[src/rtl/core_pkt_pkg.sv]
// core_pkt_pkg: flit types, FSM states and head-field offsets shared by packetizer/depacketizer
package core_pkt_pkg;
    localparam logic [1:0] FLIT_HEAD   = 2'b00;
    localparam logic [1:0] FLIT_BODY   = 2'b01;
    localparam logic [1:0] FLIT_TAIL   = 2'b10;
    localparam logic [1:0] FLIT_SINGLE = 2'b11;

    typedef enum logic [1:0] {S_IDLE, S_HEAD, S_BODY} state_t;

    function automatic int dest_lsb(int fw, int db);
        return fw - 2 - db;
    endfunction

    function automatic int vc_lsb(int fw, int db, int vb);
        return fw - 2 - db - vb;
    endfunction

    function automatic int len_lsb(int fw, int db, int vb, int lb);
        return fw - 2 - db - vb - lb;
    endfunction
endpackage

[src/rtl/core_packetizer_if.sv]
// core_packetizer_if: message, payload-word and flit-injection signals of one injection port
interface core_packetizer_if #(
    parameter int FLIT_WIDTH      = 32,
    parameter int VC_PER_IN_PORTS = 2,
    parameter int VC_BITS         = 1,
    parameter int DEST_BITS       = 4,
    parameter int LEN_BITS        = 5
);
    logic                       msg_valid;
    logic                       msg_ready;
    logic [DEST_BITS-1:0]       msg_dest;
    logic [VC_BITS-1:0]         msg_vc;
    logic [LEN_BITS-1:0]        msg_len;
    logic [FLIT_WIDTH-3:0]      word_in;
    logic                       word_valid;
    logic                       word_ready;
    logic                       REn;
    logic [VC_PER_IN_PORTS-1:0] vc_full;
    logic [FLIT_WIDTH-1:0]      flit_out;
    logic                       v_flit_out;
    logic                       busy;

    modport master (
        output msg_valid, msg_dest, msg_vc, msg_len, word_in, word_valid, REn, vc_full,
        input  msg_ready, word_ready, flit_out, v_flit_out, busy
    );

    modport slave (
        input  msg_valid, msg_dest, msg_vc, msg_len, word_in, word_valid, REn, vc_full,
        output msg_ready, word_ready, flit_out, v_flit_out, busy
    );
endinterface

[src/rtl/core_packetizer.sv]
// core_packetizer: frames a descriptor plus payload words into head/body/tail flits; CORE_PKT_SEQ_EN adds an 8-bit head sequence number
module core_packetizer
    import core_pkt_pkg::*;
#(
    parameter int FLIT_WIDTH      = 32,
    parameter int VC_PER_IN_PORTS = 2,
    parameter int VC_BITS         = 1,
    parameter int DEST_BITS       = 4,
    parameter int LEN_BITS        = 5
) (
    input logic              clk,
    input logic              reset,
    core_packetizer_if.slave bus
);
`ifdef CORE_PKT_SEQ_EN
    localparam int SEQ_BITS = 8;
`else
    localparam int SEQ_BITS = 0;
`endif
    localparam int DL = dest_lsb(FLIT_WIDTH, DEST_BITS);
    localparam int VL = vc_lsb(FLIT_WIDTH, DEST_BITS, VC_BITS);
    localparam int LL = len_lsb(FLIT_WIDTH, DEST_BITS, VC_BITS, LEN_BITS);

    generate
        if (DEST_BITS + VC_BITS + LEN_BITS + SEQ_BITS > FLIT_WIDTH - 2) begin : g_bad_fields
            $error("core_packetizer: head fields do not fit in FLIT_WIDTH-2 bits");
        end
        if (VC_BITS != $clog2(VC_PER_IN_PORTS)) begin : g_bad_vc_bits
            $error("core_packetizer: VC_BITS must equal clog2(VC_PER_IN_PORTS)");
        end
    endgenerate

    state_t                state;
    logic [DEST_BITS-1:0]  dest_r;
    logic [VC_BITS-1:0]    vc_r;
    logic [LEN_BITS-1:0]   len_r;
    logic [LEN_BITS-1:0]   count;
    logic [FLIT_WIDTH-1:0] flit_q;
    logic                  v_q;
    logic [FLIT_WIDTH-1:0] head_flit;
    logic                  go;
`ifdef CORE_PKT_SEQ_EN
    logic [7:0]            seq;
`endif

    assign go             = bus.REn & ~bus.vc_full[vc_r];
    assign bus.msg_ready  = state == S_IDLE;
    assign bus.busy       = state != S_IDLE;
    assign bus.word_ready = (state == S_BODY) & go;
    assign bus.flit_out   = flit_q;
    assign bus.v_flit_out = v_q;

    // head/single flit assembled from the latched descriptor
    always_comb begin
        head_flit = '0;
        head_flit[FLIT_WIDTH-1 -: 2] = (len_r == '0) ? FLIT_SINGLE : FLIT_HEAD;
        head_flit[DL +: DEST_BITS] = dest_r;
        head_flit[VL +: VC_BITS] = vc_r;
        head_flit[LL +: LEN_BITS] = len_r;
`ifdef CORE_PKT_SEQ_EN
        head_flit[7:0] = seq;
`endif
    end

    // framing FSM with registered flit output; idle cycles drop valid but hold the flit
    always_ff @(posedge clk) begin
        if (!reset) begin
            state  <= S_IDLE;
            count  <= '0;
            flit_q <= '0;
            v_q    <= 1'b0;
            dest_r <= '0;
            vc_r   <= '0;
            len_r  <= '0;
`ifdef CORE_PKT_SEQ_EN
            seq    <= '0;
`endif
        end else begin
            v_q <= 1'b0;
            case (state)
                S_IDLE: if (bus.msg_valid) begin
                    dest_r <= bus.msg_dest;
                    vc_r   <= bus.msg_vc;
                    len_r  <= bus.msg_len;
                    count  <= bus.msg_len;
                    state  <= S_HEAD;
                end
                S_HEAD: if (go) begin
                    flit_q <= head_flit;
                    v_q    <= 1'b1;
                    state  <= (len_r == '0) ? S_IDLE : S_BODY;
`ifdef CORE_PKT_SEQ_EN
                    seq    <= seq + 8'd1;
`endif
                end
                S_BODY: if (go && bus.word_valid) begin
                    flit_q <= {(count == LEN_BITS'(1)) ? FLIT_TAIL : FLIT_BODY, bus.word_in};
                    v_q    <= 1'b1;
                    count  <= count - LEN_BITS'(1);
                    state  <= (count == LEN_BITS'(1)) ? S_IDLE : S_BODY;
                end
                default: state <= S_IDLE;
            endcase
        end
    end
endmodule

[src/flat_wrapper.sv]
// flat-port wrapper written by rule: the top's interface ports become plain ports
module core_packetizer_flat import core_pkt_pkg::*;
#(
    parameter int FLIT_WIDTH      = 32,
    parameter int VC_PER_IN_PORTS = 2,
    parameter int VC_BITS         = 1,
    parameter int DEST_BITS       = 4,
    parameter int LEN_BITS        = 5
)
  (clk, reset, bus_msg_valid, bus_msg_dest, bus_msg_vc, bus_msg_len, bus_word_in, bus_word_valid, bus_REn, bus_vc_full, bus_msg_ready, bus_word_ready, bus_flit_out, bus_v_flit_out, bus_busy);
  core_packetizer_if #(.FLIT_WIDTH(FLIT_WIDTH), .VC_PER_IN_PORTS(VC_PER_IN_PORTS), .VC_BITS(VC_BITS), .DEST_BITS(DEST_BITS), .LEN_BITS(LEN_BITS)) bus_i ();
  input logic clk;
  input logic reset;
  input wire logic [$bits(bus_i.msg_valid)-1:0] bus_msg_valid;
  input wire logic [$bits(bus_i.msg_dest)-1:0] bus_msg_dest;
  input wire logic [$bits(bus_i.msg_vc)-1:0] bus_msg_vc;
  input wire logic [$bits(bus_i.msg_len)-1:0] bus_msg_len;
  input wire logic [$bits(bus_i.word_in)-1:0] bus_word_in;
  input wire logic [$bits(bus_i.word_valid)-1:0] bus_word_valid;
  input wire logic [$bits(bus_i.REn)-1:0] bus_REn;
  input wire logic [$bits(bus_i.vc_full)-1:0] bus_vc_full;
  output wire logic [$bits(bus_i.msg_ready)-1:0] bus_msg_ready;
  output wire logic [$bits(bus_i.word_ready)-1:0] bus_word_ready;
  output wire logic [$bits(bus_i.flit_out)-1:0] bus_flit_out;
  output wire logic [$bits(bus_i.v_flit_out)-1:0] bus_v_flit_out;
  output wire logic [$bits(bus_i.busy)-1:0] bus_busy;
  assign bus_i.msg_valid = bus_msg_valid;
  assign bus_i.msg_dest = bus_msg_dest;
  assign bus_i.msg_vc = bus_msg_vc;
  assign bus_i.msg_len = bus_msg_len;
  assign bus_i.word_in = bus_word_in;
  assign bus_i.word_valid = bus_word_valid;
  assign bus_i.REn = bus_REn;
  assign bus_i.vc_full = bus_vc_full;
  assign bus_msg_ready = bus_i.msg_ready;
  assign bus_word_ready = bus_i.word_ready;
  assign bus_flit_out = bus_i.flit_out;
  assign bus_v_flit_out = bus_i.v_flit_out;
  assign bus_busy = bus_i.busy;
  core_packetizer #(.FLIT_WIDTH(FLIT_WIDTH), .VC_PER_IN_PORTS(VC_PER_IN_PORTS), .VC_BITS(VC_BITS), .DEST_BITS(DEST_BITS), .LEN_BITS(LEN_BITS)) u_core (.clk(clk), .reset(reset), .bus(bus_i));
endmodule
[config.mk]
export PLATFORM = sky130hd
export DESIGN_NAME = core_packetizer_flat
export DESIGN_NICKNAME = d
export VERILOG_FILES = /design/src/rtl/core_pkt_pkg.sv /design/src/rtl/core_packetizer_if.sv /design/src/rtl/core_packetizer.sv /design/src/flat_wrapper.sv
export SDC_FILE = /design/constraint.sdc
export NUM_CORES = 1
export LEC_CHECK = 0
export CORE_ASPECT_RATIO = 0.75
export CORE_MARGIN = 1
export CORE_UTILIZATION = 51
export CTS_BUF_LIST = sky130_fd_sc_hd__clkbuf_2 sky130_fd_sc_hd__clkbuf_4 sky130_fd_sc_hd__clkbuf_8
export DETAILED_ROUTE_END_ITERATION = 12
export PLACE_DENSITY_LB_ADDON = 0.08
export SYNTH_ARGS = -nofsm -noshare
export SYNTH_HDL_FRONTEND = slang
export SYNTH_SLANG_ARGS = --single-unit
[constraint.sdc]
create_clock -name clk -period 5.8 [get_ports clk]
set_clock_uncertainty 0.2 [all_clocks]
set_input_delay 0.87 -clock clk [delete_from_list [all_inputs] [get_ports clk]]
set_output_delay 0.87 -clock clk [all_outputs]
set_load 0.005 [all_outputs]
==> impl_metrics.env, run 1 <==
export IMPL_setup_slack_ns=2.282
export IMPL_timing_final_crit_share_pct=60.65
export IMPL_ant_nets=0
export IMPL_clk_latency_ns=0.30
export IMPL_cts_tree="built"
export IMPL_irDropWorstVdd_uv=206.9
export IMPL_synthCells=283
export IMPL_wirelength_um=6568
export IMPL_coreArea_mm2=0.004546
export IMPL_place_ws_ns=2.209
export IMPL_ctsHoldBuffers=0
export IMPL_arrival_ns=3.56
export IMPL_post_cts_buffers=0
export IMPL_ys_seq_area_share_pct=40.82
export IMPL_crit_path_end_kind="flop"
export IMPL_clkSinkCount=50
export IMPL_synth_ff_type="dfxtp_1"
export IMPL_fmax_ghz=0.2843
export IMPL_dieArea_mm2=0.005093
export IMPL_clockBufferDepth=2
export IMPL_vias=2423
export IMPL_tightest_slew_ns=1.302
export IMPL_report_final_setup_viol=0
export IMPL_htree_levels=2
export IMPL_grt_total_usage_pct=26.41
export IMPL_ys_ff_latch=50
export IMPL_die_height_um=62.06
export IMPL_antenna_found_initial=0
export IMPL_grt_first_pass_wirelength_um=10190
export IMPL_hold_viol_final=0
export IMPL_clockRootBuffer="clkbuf_8"
export IMPL_syn2layout_area_growth_pct=35.56
export IMPL_synth_largest_area_cell="dfxtp_1"
export IMPL_synth_edf_count=0
export IMPL_place_hpwl_um=4490
export IMPL_min_period_ns=3.518
export IMPL_synth_common_cells="dfxtp_1, nand2_1, a21oi_1, o31ai_1, nand4_1"
export IMPL_synth_top_area_share_pct=40.82
export IMPL_via_per_inst=5.998
export IMPL_synth_net_count=336
export IMPL_start_util_pct=53.95
export IMPL_ios=83
export IMPL_crit_type="reg2reg"
export IMPL_rr_startpoint="u_core.state[1]"
export IMPL_crit_path_start_kind="flop"
export IMPL_diodes=0
export IMPL_wl_per_cell_um=16.26
export IMPL_outcome="complete, no violations"
export IMPL_syn_area_per_cell_um2=8.666
export IMPL_drtPass1Iterations=4
export IMPL_layout_drive_gt1_share_pct=8.357
export IMPL_rsz0062_at_grt="false"
export IMPL_synth_cell_types=46
export IMPL_crit_start="u_core.state[1]"
export IMPL_drt_iter0_drc=211
export IMPL_worstPathMaxFanout=32
export IMPL_dieWidth_um=82.07
export IMPL_slew_headroom_pct=12.69
export IMPL_numCtsBuffers=5
export IMPL_maxSlewViolCount=0
export IMPL_grt_max_degree=45
export IMPL_synth_async_sr_flop_share_pct=0
export IMPL_gp_congestion=0.8709
export IMPL_path_clk_slew_ns=0.10
export IMPL_min_from="u_core.dest_r[3]"
export IMPL_overflow=0
export IMPL_rows=21
export IMPL_max_cap_violations=0
export IMPL_synth_most_common_cell="dfxtp_1"
export IMPL_tns_ns=0
export IMPL_layout_nets=399
export IMPL_cellPowerDensity_mw_per_mm2=287.3
export IMPL_fin_worst_hold_slack_ns=0.2661
export IMPL_grt_pass1_vias=2150
export IMPL_fillers=357
export IMPL_syn_area_mm2=0.002452
export IMPL_cp_required_ns=5.84
export IMPL_p_leak_nw=1.158
export IMPL_hp_class="reg2reg"
export IMPL_yosys_warnings=0
export IMPL_post_cts_resized=0
export IMPL_ys_top_cells_by_area="dfxtp_1, a21oi_1, o31ai_1, nand2_1, o221a_2"
export IMPL_port_buffers=82
export IMPL_route_detailed_drc=0
## area by class of cell
| class | count | area (um2) | share of cell area [%] |
|---|---|---|---|
| Multi-Input combinational cell | 195 | 1287 | 38.73 |
| Sequential cell | 50 | 1001 | 30.11 |
| Timing Repair Buffer | 83 | 828.3 | 24.92 |
| Clock buffer | 6 | 82.58 | 2.484 |
| Tap cell | 57 | 71.32 | 2.145 |
| Inverter | 11 | 41.29 | 1.242 |
| Clock inverter | 2 | 12.51 | 0.3764 |
## routing by layer
metal	vias up	track usage [%]	part of all wire, %
met5	-	0	0
met4	0	8.271	0.81
met3	6	5.109	7.6
met2	92	39.20	44
met1	1146	38.61	48
li1	1179	-	-
## where the power goes
group	total, mW	internal [mW]	switching, mW	leakage, nW
clock	0.215	0.0962	0.118	0.0472
combinational	0.329	0.153	0.176	0.703
sequential	0.411	0.382	0.0291	0.407
total	0.955	0.632	0.323	1.16
## worst paths after layout
| kind | to | slack [ns] | depth (start not counted) |
|---|---|---|---|
| worst max-delay path | u_core.bus.flit_out[21] | 2.28 | 5 |
| worst min register to register | u_core.dest_r[3] | 0.27 | 2 |
| worst min-delay path | u_core.dest_r[3] | 0.27 | 2 |
| worst max register to register | u_core.bus.flit_out[21] | 2.28 | 5 |
## cell usage in the layout, fill, tap and decap left out, types with 2 or more instances in the layout
| cell | synthesis | routed |
|---|---|---|
| o21ai_0 | 3 | 3 |
| nand4_1 | 21 | 21 |
| nand2_1 | 38 | 38 |
| clkbuf_8 | 0 | 6 |
| a21oi_1 | 37 | 37 |
| nor3_1 | 5 | 5 |
| nor2_1 | 4 | 4 |
| o221a_2 | 12 | 12 |
| mux2i_1 | 10 | 10 |
| a21o_1 | 2 | 2 |
| inv_1 | 9 | 9 |
| dfxtp_1 | 50 | 50 |
| nor3b_1 | 2 | 2 |
| and2_1 | 2 | 2 |
| o31a_1 | 2 | 2 |
| o31ai_1 | 22 | 22 |
| ha_1 | 6 | 6 |
| o311ai_0 | 3 | 3 |
| or3_1 | 2 | 2 |
| a31oi_1 | 2 | 2 |
| clkinv_1 | 2 | 2 |
| nor2b_1 | 2 | 2 |
| clkdlybuf4s50_1 | 0 | 82 |
## state kept, by name (all words and copies together), names as in the netlist
name                   cells
u_core.bus.flit_out       32
u_core.count               5
u_core.len_r               5
u_core.dest_r              4
u_core.state               2
u_core.bus.v_flit_out      1
u_core.vc_r                1
## cells by family after synthesis
group	Yosys count	synth area share, %
AOI/OAI and AO/OA	92	26.74
adders and majority gates	6	3.061
and+or+nand+nor	85	17.60
buffers and inverters	38	6.684
muxes	12	5.102
DFF	50	40.82
## worst max-delay path: stages, from the launching register on
cell     delay, ns
dfxtp_1       0.40
inv_1         0.09
ha_1          0.99
inv_1         0.66
nor3_2        0.81
o221a_2       0.30
## per-stage QoR
stage / power (mW) / area, um2 / instances / util, %
final: 0.9550 / 3324 / 404 / 73.14
after floorplan: 0.6206 / 2452 / 283 / -
after global placement: 0.7408 / 3229 / 396 / 71.04
after CTS: 0.9529 / 3324 / 404 / 73.14
after detailed placement: 0.7447 / 3229 / 396 / 71.04
after global routing: 1.010 / 3324 / 404 / 73.14
Note: power is estimated with default switching activity, not from simulation.
==> run 2, diff against run 1 <==
--- a/config.mk
+++ b/config.mk
@@ -7,7 +7,7 @@
 export LEC_CHECK = 0
 export CORE_ASPECT_RATIO = 0.75
 export CORE_MARGIN = 1
-export CORE_UTILIZATION = 51
+export CORE_UTILIZATION = 47
 export CTS_BUF_LIST = sky130_fd_sc_hd__clkbuf_2 sky130_fd_sc_hd__clkbuf_4 sky130_fd_sc_hd__clkbuf_8
 export DETAILED_ROUTE_END_ITERATION = 12
 export PLACE_DENSITY_LB_ADDON = 0.08
==> constraint.sdc (replaced) <==
create_clock -name clk -period 3.5 [get_ports clk]
set_clock_uncertainty 0.2 [all_clocks]
set_input_delay 0.525 -clock clk [delete_from_list [all_inputs] [get_ports clk]]
set_output_delay 0.525 -clock clk [all_outputs]
set_load 0.005 [all_outputs]
==> impl_metrics.env, run 2 (same netlist as run 1, synthesis figures left out) <==
export IMPL_final_common_cell="clkdlybuf4s50_1"
export IMPL_drt_iter0_drc=200
export IMPL_coreArea_mm2=0.004955
export IMPL_place_hpwl_um=4774
export IMPL_maxSlewViolCount=0
export IMPL_grt_first_pass_wirelength_um=11370
export IMPL_multi_input_comb_area_mm2=0.001290
export IMPL_wl_per_cell_um=16.92
export IMPL_p_leak_nw=1.181
export IMPL_fin_worst_hold_slack_ns=0.2599
export IMPL_seq_area_mm2=0.001001
export IMPL_vias=2430
export IMPL_via_per_inst=5.912
export IMPL_irDropWorstVdd_uv=202.8
export IMPL_start_util_pct=49.49
export IMPL_htree_levels=2
export IMPL_stdcell_area_mm2=0.003361
export IMPL_clkSinkCount=50
export IMPL_report_final_setup_viol=0
export IMPL_dieArea_mm2=0.005514
export IMPL_numCtsBuffers=5
export IMPL_rows=22
export IMPL_post_cts_resized=0
export IMPL_clockBufferDepth=2
export IMPL_grt_total_usage_pct=26.36
export IMPL_ctsHoldBuffers=0
export IMPL_grt_max_degree=45
export IMPL_hp_class="reg2reg"
export IMPL_worstPathMaxFanout=26
export IMPL_fmax_ghz=0.3608
export IMPL_port_buffers=82
export IMPL_timing_final_crit_share_pct=79.18
export IMPL_drtPass1Iterations=5
export IMPL_tns_ns=0
export IMPL_layout_drive_gt1_share_pct=9.687
export IMPL_tightest_slew_ns=1.257
export IMPL_gp_congestion=0.8159
export IMPL_route_detailed_drc=0
export IMPL_wirelength_um=6954
export IMPL_crit_path_start_kind="primary input"
export IMPL_crit_type="in2reg"
export IMPL_layout_common_cells="clkdlybuf4s50_1, dfxtp_1, nand2_1, a21oi_1, o31ai_1"
export IMPL_fillers=403
export IMPL_hold_viol_final=0
export IMPL_largest_reg_flops=32
export IMPL_arrival_ns=2.78
export IMPL_min_period_ns=2.771
export IMPL_crit_path_end_kind="flop"
export IMPL_clk_latency_ns=0.31
export IMPL_max_cap_violations=0
export IMPL_antenna_found_initial=0
export IMPL_dieWidth_um=85.41
export IMPL_layout_nets=403
export IMPL_ios=83
export IMPL_die_height_um=64.56
export IMPL_syn2layout_area_growth_pct=37.04
export IMPL_diodes=0
export IMPL_overflow=0
export IMPL_path_clk_slew_ns=0.08
export IMPL_grt_pass1_vias=2217
export IMPL_cts_tree="built"
export IMPL_outcome="complete, no violations"
export IMPL_cp_required_ns=3.51
export IMPL_setup_slack_ns=0.7287
export IMPL_place_ws_ns=0.4832
export IMPL_ant_nets=0
export IMPL_postPlaceCellArea_mm2=0.003266
export IMPL_post_cts_buffers=0
export IMPL_rsz0062_at_grt="false"
export IMPL_slew_headroom_pct=15.72
export IMPL_clockRootBuffer="clkbuf_8"
export IMPL_cellPowerDensity_mw_per_mm2=476.4
==> run 2: changes by cell type in the layout (fill, tap and decap cells not counted) <==
| cell | change |
|---|---|
| ha_1 | -1 |
| ha_2 | +1 |
| clkinvlp_4 | -1 |
| clkbuf_4 | +1 |
| buf_4 | +4 |
==> run 2: path summary, 6_finish.rpt <==
path	startpoint	endpoint	slack, ns	cells past startpoint
max reg2reg	u_core.state[0]	u_core.bus.flit_out[29]	0.76	7
min reg2reg	u_core.dest_r[0]	u_core.dest_r[0]	0.26	2
min	u_core.dest_r[0]	u_core.dest_r[0]	0.26	2
max	bus_REn	u_core.bus.flit_out[29]	0.73	6
==> run 2: metal layers <==
metal	vias to the layer above	share of wire, %	track usage [%]	wire length, um
met1	1143	49	39.08	3406
met2	98	43	39.30	2998
li1	1180	-	-	-
met5	-	0	0	0
met3	9	6.6	4.713	456
met4	0	1.3	6.875	93
==> run 2: critical path: stages <==
cell and delay, ns:
clkdlybuf4s50_1 0.46, and2_0 0.24, a21oi_2 0.94, nor3_2 0.10
buf_4 0.24, o221a_2 0.27
==> run 2: per-stage QoR <==
| stage | total power, mW | util [%] | instances |
|---|---|---|---|
| finish | 1.601 | 67.83 | 411 |
| CTS | 1.599 | 67.83 | 411 |
| global placement | 1.241 | 65.91 | 403 |
| global route | 1.692 | 67.83 | 411 |
| detailed placement | 1.248 | 65.91 | 403 |
| floorplan | 1.028 | - | 283 |
==> run 2: layout make-up <==
cell class,count,share of cell area (%)
flip-flops and latches,50,29.78
multi-input cells,195,38.38
clock inverters,1,0.1489
inverters,11,1.229
clock buffers,7,2.681
well taps,60,2.234
repair buffers,87,25.54
==> run 2: report_power, final <==
part | switching [mW] | leakage (nW) | internal [mW]
sequential | 0.0483 | 0.407 | 0.633
clock | 0.189 | 0.0517 | 0.168
combinational | 0.302 | 0.722 | 0.261
